===== config.mk =====
export PLATFORM = sky130hd
export DESIGN_NAME = cp0_coprocessor_flat
export DESIGN_NICKNAME = d
export VERILOG_FILES = /design/src/rtl/cp0_coprocessor_if.sv /design/src/rtl/cp0_coprocessor.sv /design/src/flat_wrapper.sv
export SDC_FILE = /design/constraint.sdc
export NUM_CORES = 1
export LEC_CHECK = 0
export ABC_CLOCK_PERIOD_IN_PS = 2690
export BUFFER_PORTS_ARGS = -buffer_cell sky130_fd_sc_hd__buf_2
export CORE_MARGIN = 10
export CORE_UTILIZATION = 49
export CTS_CLUSTER_DIAMETER = 40
export CTS_CLUSTER_SIZE = 12
export DETAILED_ROUTE_END_ITERATION = 10
export PLACE_DENSITY = 0.82
export SLEW_MARGIN = 20
export SYNTH_ARGS = -nofsm -noshare
export SYNTH_HDL_FRONTEND = slang
export SYNTH_SLANG_ARGS = --single-unit

===== constraint.sdc =====
create_clock -name clk -period 2.69 [get_ports clk]
set_input_delay 0.269 -clock clk [delete_from_list [all_inputs] [get_ports clk]]
set_output_delay 0.269 -clock clk [all_outputs]
set_load 0.05 [all_outputs]

===== src/rtl/cp0_coprocessor_if.sv =====
// Bus between the M stage and Coprocessor 0: mtc0/mfc0 access, victim info,
// interrupt lines and the flush request returned to the pipeline.
interface cp0_coprocessor_if;
  logic        en;
  logic [4:0]  CP0Addr;
  logic [31:0] CP0In;
  logic [31:0] VPC;
  logic        BDIn;
  logic [4:0]  ExcCodeIn;
  logic [5:0]  HWInt;
  logic        EXLClr;
  logic [31:0] CP0Out;
  logic [31:0] EPCOut;
  logic        Req;

  modport master (
    output en, CP0Addr, CP0In, VPC, BDIn, ExcCodeIn, HWInt, EXLClr,
    input  CP0Out, EPCOut, Req
  );

  modport slave (
    input  en, CP0Addr, CP0In, VPC, BDIn, ExcCodeIn, HWInt, EXLClr,
    output CP0Out, EPCOut, Req
  );
endinterface


===== src/rtl/cp0_coprocessor.sv =====
// Coprocessor 0: SR/Cause/EPC storage and the per-cycle interrupt/exception
// decision for the instruction in the M stage.
module cp0_coprocessor (
  input  logic                 clk,
  input  logic                 reset,
  cp0_coprocessor_if.slave     bus
);
  localparam logic [4:0] ADDR_SR    = 5'd12;
  localparam logic [4:0] ADDR_CAUSE = 5'd13;
  localparam logic [4:0] ADDR_EPC   = 5'd14;

  logic [5:0]  r_im;
  logic        r_exl;
  logic        r_ie;
  logic        r_bd;
  logic [5:0]  r_ip;
  logic [4:0]  r_exc;
  logic [31:0] r_epc;

  logic        w_int_req;
  logic        w_exc_req;
  logic        w_req;
  logic [31:0] w_sr;
  logic [31:0] w_cause;

  // Interrupts look at the live lines, not IP, so they are seen in the same cycle.
  assign w_int_req = (|(bus.HWInt & r_im)) & r_ie & ~r_exl;
  assign w_exc_req = (bus.ExcCodeIn != 5'd0) & ~r_exl;
  assign w_req     = (w_int_req | w_exc_req) & ~reset;

  assign w_sr    = {16'd0, r_im, 8'd0, r_exl, r_ie};
  assign w_cause = {r_bd, 15'd0, r_ip, 3'd0, r_exc, 2'd0};

  always_ff @(posedge clk) begin
    if (reset) begin
      r_im  <= '0;
      r_exl <= 1'b0;
      r_ie  <= 1'b0;
      r_bd  <= 1'b0;
      r_ip  <= '0;
      r_exc <= '0;
      r_epc <= '0;
    end else begin
      r_ip <= bus.HWInt;
      if (w_req) begin
        r_exl <= 1'b1;
        r_bd  <= bus.BDIn;
        r_exc <= w_int_req ? 5'd0 : bus.ExcCodeIn;
        r_epc <= bus.BDIn ? (bus.VPC - 32'd4) : bus.VPC;
      end else begin
        if (bus.en && bus.CP0Addr == ADDR_SR) begin
          r_im  <= bus.CP0In[15:10];
          r_exl <= bus.CP0In[1];
          r_ie  <= bus.CP0In[0];
        end
        if (bus.en && bus.CP0Addr == ADDR_EPC)
          r_epc <= bus.CP0In;
        // Placed after the SR write so eret wins over a simultaneous mtc0 SR.
        if (bus.EXLClr)
          r_exl <= 1'b0;
      end
    end
  end

  always_comb begin
    bus.CP0Out = 32'd0;
    if (!reset) begin
      case (bus.CP0Addr)
        ADDR_SR:    bus.CP0Out = w_sr;
        ADDR_CAUSE: bus.CP0Out = w_cause;
        ADDR_EPC:   bus.CP0Out = r_epc;
        default:    bus.CP0Out = 32'd0;
      endcase
    end
  end

  assign bus.EPCOut = reset ? 32'd0 : r_epc;
  assign bus.Req    = w_req;
endmodule

===== src/flat_wrapper.sv =====
// flat-port wrapper written by rule: the top's interface ports become plain ports
module cp0_coprocessor_flat 
  (clk, reset, bus_en, bus_CP0Addr, bus_CP0In, bus_VPC, bus_BDIn, bus_ExcCodeIn, bus_HWInt, bus_EXLClr, bus_CP0Out, bus_EPCOut, bus_Req);
  cp0_coprocessor_if bus_i ();
  input  logic clk;
  input  logic reset;
  input wire logic [$bits(bus_i.en)-1:0] bus_en;
  input wire logic [$bits(bus_i.CP0Addr)-1:0] bus_CP0Addr;
  input wire logic [$bits(bus_i.CP0In)-1:0] bus_CP0In;
  input wire logic [$bits(bus_i.VPC)-1:0] bus_VPC;
  input wire logic [$bits(bus_i.BDIn)-1:0] bus_BDIn;
  input wire logic [$bits(bus_i.ExcCodeIn)-1:0] bus_ExcCodeIn;
  input wire logic [$bits(bus_i.HWInt)-1:0] bus_HWInt;
  input wire logic [$bits(bus_i.EXLClr)-1:0] bus_EXLClr;
  output wire logic [$bits(bus_i.CP0Out)-1:0] bus_CP0Out;
  output wire logic [$bits(bus_i.EPCOut)-1:0] bus_EPCOut;
  output wire logic [$bits(bus_i.Req)-1:0] bus_Req;
  assign bus_i.en = bus_en;
  assign bus_i.CP0Addr = bus_CP0Addr;
  assign bus_i.CP0In = bus_CP0In;
  assign bus_i.VPC = bus_VPC;
  assign bus_i.BDIn = bus_BDIn;
  assign bus_i.ExcCodeIn = bus_ExcCodeIn;
  assign bus_i.HWInt = bus_HWInt;
  assign bus_i.EXLClr = bus_EXLClr;
  assign bus_CP0Out = bus_i.CP0Out;
  assign bus_EPCOut = bus_i.EPCOut;
  assign bus_Req = bus_i.Req;
  cp0_coprocessor u_core (.clk(clk), .reset(reset), .bus(bus_i));
endmodule

# [After elaboration in Yosys (flattened, before gate mapping)]
# Cells that the tools add are included.
[totals] romBits=0 memories=0 register_bits=52 out_inout_bits=65 latch_bits=0 word_cells=37 mem_bits_rw=0 input_bits=85
[op_classes] addsub=1 bitwise=9 reduce_logical=7 multipliers=0 order_cmp=0 n_shift=0 n_div=0 eq_ne=3 mux=10
[op_table] cell="32-bit two-way mux" count=5
[op_table] cell="32-bit case mux with 3 select lines" count=1
[op_table] cell="32-bit by 3-bit subtractor with 32-bit output, second input constant" count=1
[op_table] cell="5-bit by 4-bit equality test with 1-bit output, second input constant" count=3
[op_table] cell="6-bit bitwise AND" count=1
[op_table] cell="6-bit OR reduction" count=1
[op_table] cell="5-bit two-way mux" count=1
[op_table] cell="5-bit nonzero test" count=1
[op_table] cell="1-bit bitwise AND" count=4
[op_table] cell="1-bit two-way mux" count=3
[op_table] cell="1-bit NOT" count=3
[op_table] cell="3-bit nonzero test" count=1
[op_table] cell="1-bit logical AND" count=2
[op_table] cell="2-bit AND reduction" count=1
[op_table] cell="2-bit nonzero test" count=1
[op_table] cell="1-bit OR" count=1

# [Longest topological paths before layout]
[depth] depth_word=8 mapped_depth=7

# [Worst setup path before layout]
# No wires, ideal clock.
[synth_path] kind="flip-flop to output port" from="register u_core.r_im[2]" to="output bus_Req" arrival_ps=2128 path_stages_with_launch=6 setup_slack_ps=293 n_path_buf=1 required_ps=2421 path_cell_list="dfxtp_1 -> a22oi_1 -> a311oi_1 -> clkbuf_1 -> nor2_1 -> nor2_1"
[synth_via] elab_chain_cells=6
[synth_lines] element="start, declared" line_no="cp0_coprocessor.sv:12" rtl="logic [5:0] r_im;"
[synth_lines] element="start signal, assigned" line_no="cp0_coprocessor.sv:52" rtl="r_im <= bus.CP0In[15:10];"
[synth_lines] element="6-bit bitwise AND" line_no="cp0_coprocessor.sv:27" rtl="assign w_int_req = (|(bus.HWInt & r_im)) & r_ie & ~r_exl;"
[synth_lines] element="6-bit OR reduction" line_no="cp0_coprocessor.sv:27"
[synth_lines] element="1-bit bitwise AND (2 in a row)" line_no="cp0_coprocessor.sv:27"
[synth_lines] element="1-bit OR" line_no="cp0_coprocessor.sv:29" rtl="assign w_req = (w_int_req | w_exc_req) & ~reset;"
[synth_lines] element="1-bit bitwise AND" line_no="cp0_coprocessor.sv:29"
[synth_lines] element="end, declared" line_no="flat_wrapper.sv:17" rtl="output wire logic [$bits(bus_i.Req)-1:0] bus_Req;"
# Every way passes these cells.

# [Worst setup path after layout]
[layout_path] from="register u_core.r_exl" to="output bus_Req"
[layout_via] elab_chain_cells=4 elab_cells_between_ends=5
[layout_lines] element="start, declared" line_no="cp0_coprocessor.sv:13" rtl="logic r_exl;"
[layout_lines] element="start signal, assigned" line_no="cp0_coprocessor.sv:53" rtl="r_exl <= bus.CP0In[1];"
[layout_lines] element="1-bit NOT (*)" line_no="cp0_coprocessor.sv:27, cp0_coprocessor.sv:28"
[layout_lines] element="1-bit bitwise AND (on tied branches)" line_no="cp0_coprocessor.sv:27, cp0_coprocessor.sv:28"
[layout_lines] element="1-bit OR (*)" line_no="cp0_coprocessor.sv:29"
[layout_lines] element="1-bit bitwise AND (*)" line_no="cp0_coprocessor.sv:29"
# Every way passes the cells marked *; elsewhere a longest branch is shown, timed or not.

==> flow_metrics.env <==
export IMPL_htree_levels=2
export IMPL_synth_ff_type="dfxtp_1"
export IMPL_syn_to_final_growth_pct=26.2
export IMPL_fin_worst_skew_ps=9.37
export IMPL_yosys_area_top_type_share_pct=28.4
export IMPL_cts_tree="built"
export IMPL_synthTopCellsByArea="dfxtp_1 28%, a2111oi_0 7.2%, nor2b_1 7.0%, and3_1 5.3%, a311oi_1 4.5%"
export IMPL_root_buffer="clkbuf_8"
export IMPL_cp_required_ps=2420
export IMPL_post_cts_buffers=0
export IMPL_die_height_um=106
export IMPL_ir_drop_v=0.000273
export IMPL_antenna_found_initial=1
export IMPL_synth_top_family_by_area="simple AND/OR/NAND/NOR gates"
export IMPL_nets=671
export IMPL_routedWlPerCell_um=19.4
export IMPL_cts_sinks=52
export IMPL_dieArea_um2=11300
export IMPL_finalSetupViolCount=0
export IMPL_relSlewSlack_pct=42.5
export IMPL_ctsLongestPathBuffers=2
export IMPL_critPathMaxFanout=38
export IMPL_io_buffers=149
export IMPL_synth_compound_area_share_pct=23.3
export IMPL_drv_slew=0
export IMPL_grt_pass1_vias=3909
export IMPL_rsz0062_at_grt="no"
export IMPL_ys_ff_latch=52
export IMPL_antenna_left=0
export IMPL_run_status="finished clean"
export IMPL_synth_commonest_cells="52 x dfxtp_1, 44 x clkbuf_1, 41 x nor2b_1"
export IMPL_period_needed_ps=2440
export IMPL_synthSimpleGateAreaFrac_pct=35.6
export IMPL_synth_area_per_cell_um2=7.96
export IMPL_top_layer_used="met4"
export IMPL_synth_cell_types=45
export IMPL_cp_end_kind="primary output"
export IMPL_arrival_ps=2170
export IMPL_placed_cells=676
export IMPL_synth_area_um2=3660
export IMPL_drt_iter0_drc=397
export IMPL_hold_path_class="input port to flop"
export IMPL_fin_crit_sh_pct=90.7
export IMPL_leakage_nw=1.96
export IMPL_wl_met2_um=6400
export IMPL_p_comb_share_pct=25.7
export IMPL_syn_nets=546
export IMPL_swShare_pct=32.1
export IMPL_core_um2=7250
export IMPL_grt_use_total_pct=21.1
export IMPL_clk_latency_ps=300
export IMPL_fmax_ghz=0.410
export IMPL_yosysTopAreaCell="dfxtp_1"
export IMPL_synthArstFlopShare_pct=0
export IMPL_synth_mux_area_share_pct=4.10
export IMPL_remaining_drc_errors=0
export IMPL_grt_max_degree=93
export IMPL_yosys_area_share_adder_pct=0.342
export IMPL_hold_viol_final=0
export IMPL_p_switching_w=0.000632
export IMPL_ys_seq_area_share_pct=28.4
export IMPL_die_x_um=106
export IMPL_fin_setup_tns_ps=0
export IMPL_row_count=31
export IMPL_dr_wl_met3_um=1080
export IMPL_cts_hold_fix_buffers=0
export IMPL_tightest_slew_ps=863
export IMPL_crit_type="flop to primary output"
export IMPL_p_int_w=0.00134
export IMPL_clk_pin_slew_worst_paths_ps=90
export IMPL_cts_resized=0
export IMPL_grt_pass1_wl_um=20100
export IMPL_overflow=0
export IMPL_vias=4170
export IMPL_layoutNonFillerInstCount=686
export IMPL_cts_inserted_buffers=5
export IMPL_critPathLaunchType="flop"
export IMPL_io_pin_count=150
export IMPL_viasPerCell=6.08
export IMPL_synth_edf_count=0
export IMPL_synth_most_common_cell="dfxtp_1"
export IMPL_wl_um=13300
export IMPL_dr_pass1_iters=4
export IMPL_dp_hpwl_um=10100
export IMPL_maxCapViolCount=0
export IMPL_met1_length_um=5510
export IMPL_start_util_pct=50.5
export IMPL_ys_warn_count=0
export IMPL_pwr_share_clk_pct=29.5
export IMPL_pwr_share_seq_pct=44.7
export IMPL_layout_drive_gt1_share_pct=31.1
export IMPL_p_per_area_nw_per_um2=426
export IMPL_synth_xor_area_share_pct=3.11
export IMPL_gp_congestion=0.896
export IMPL_synth_cells=460
layout by cell type, fill, tap and decap left out, types with 8 or more instances in the layout:
master	synthesis	layout
a211oi_1	14	14
nor2_1	31	31
or4_1	12	12
a22oi_1	9	9
nor3_1	9	9
buf_4	0	13
dfxtp_1	52	52
nand2_1	10	10
and3_1	31	31
nand3_1	16	16
a311oi_1	19	18
a2111oi_0	30	30
nor2b_1	41	40
buf_2	1	149
and2_1	19	19
nand2b_1	15	15
or3_1	8	8
xnor2_1	10	10
a21oi_1	15	15
mux2i_1	15	15
layer usage:
metal,vias up,global-route usage [%]
met5,-,0
met4,0,6.87
li1,2013,-
met2,197,35.8
met3,22,4.65
met1,1938,25.9
final timing paths:
| path | to | depth (start not counted) | slack, ps | start |
|---|---|---|---|---|
| max reg2reg | u_core.r_epc[7] | 5 | 580 | u_core.r_im[2] |
| min reg2reg | u_core.r_exc[4] | 2 | 480 | u_core.r_exc[4] |
| max | bus_Req | 4 | 250 | u_core.r_exl |
| min | u_core.r_ip[3] | 2 | 190 | bus_HWInt[3] |
layout make-up:
| cell class | count | area, µm² |
|---|---|---|
| antenna | 1 | 2.50 |
| timing repair buffer | 162 | 843 |
| clock inverter | 1 | 30.0 |
| inverter | 4 | 15.0 |
| multi-input combinational | 360 | 2470 |
| clock buffer | 7 | 96.3 |
| fill | 666 | 2630 |
| tap | 99 | 124 |
| sequential | 52 | 1040 |
flip-flops by register name (all words and copies together), names as in the netlist:
signal        cells
u_core.r_bd       1
u_core.r_epc     32
u_core.r_exc      5
u_core.r_exl      1
u_core.r_ie       1
u_core.r_im       6
u_core.r_ip       6
logic make-up after synthesis:
logic type | count (synthesis)
AND/OR/NAND/NOR | 220
AO/OA/AOI/OAI | 110
flip-flops | 52
buffers and inverters | 49
multiplexers | 15
XOR/XNOR | 13
adder cells (fa/ha/maj) | 1
worst max-delay path, cell delays in order, from the launching register on:
cell and delay [ps]:
dfxtp_1 440, o21ba_2 790, nor2_1 220, nor2_1 140
buf_2 280
power by group through the flow:
| stage | Sequential, W | Combinational (W) | Clock [W] |
|---|---|---|---|
| finish | 0.000880 | 0.000507 | 0.000582 |
| global route | 0.000884 | 0.000545 | 0.000618 |
| CTS | 0.000874 | 0.000503 | 0.000591 |
| detailed placement | 0.000893 | 0.000502 | 0 |
| global placement | 0.000891 | 0.000492 | 0 |
| floorplan | 0.000869 | 0.000338 | 0 |
stage by stage:
step	hold slack, ps	instance area [µm²]	setup slack (ps)	util, %	total power, W
after floorplan	397	3660	293	-	0.00121
after global placement	456	4480	344	61.8	0.00138
after detailed placement	463	4480	333	61.8	0.00139
after CTS	185	4610	127	63.5	0.00197
after global routing	208	4620	163	63.7	0.00205
final	193	4620	250	63.7	0.00197
Note: power is estimated with default switching activity, not from simulation.
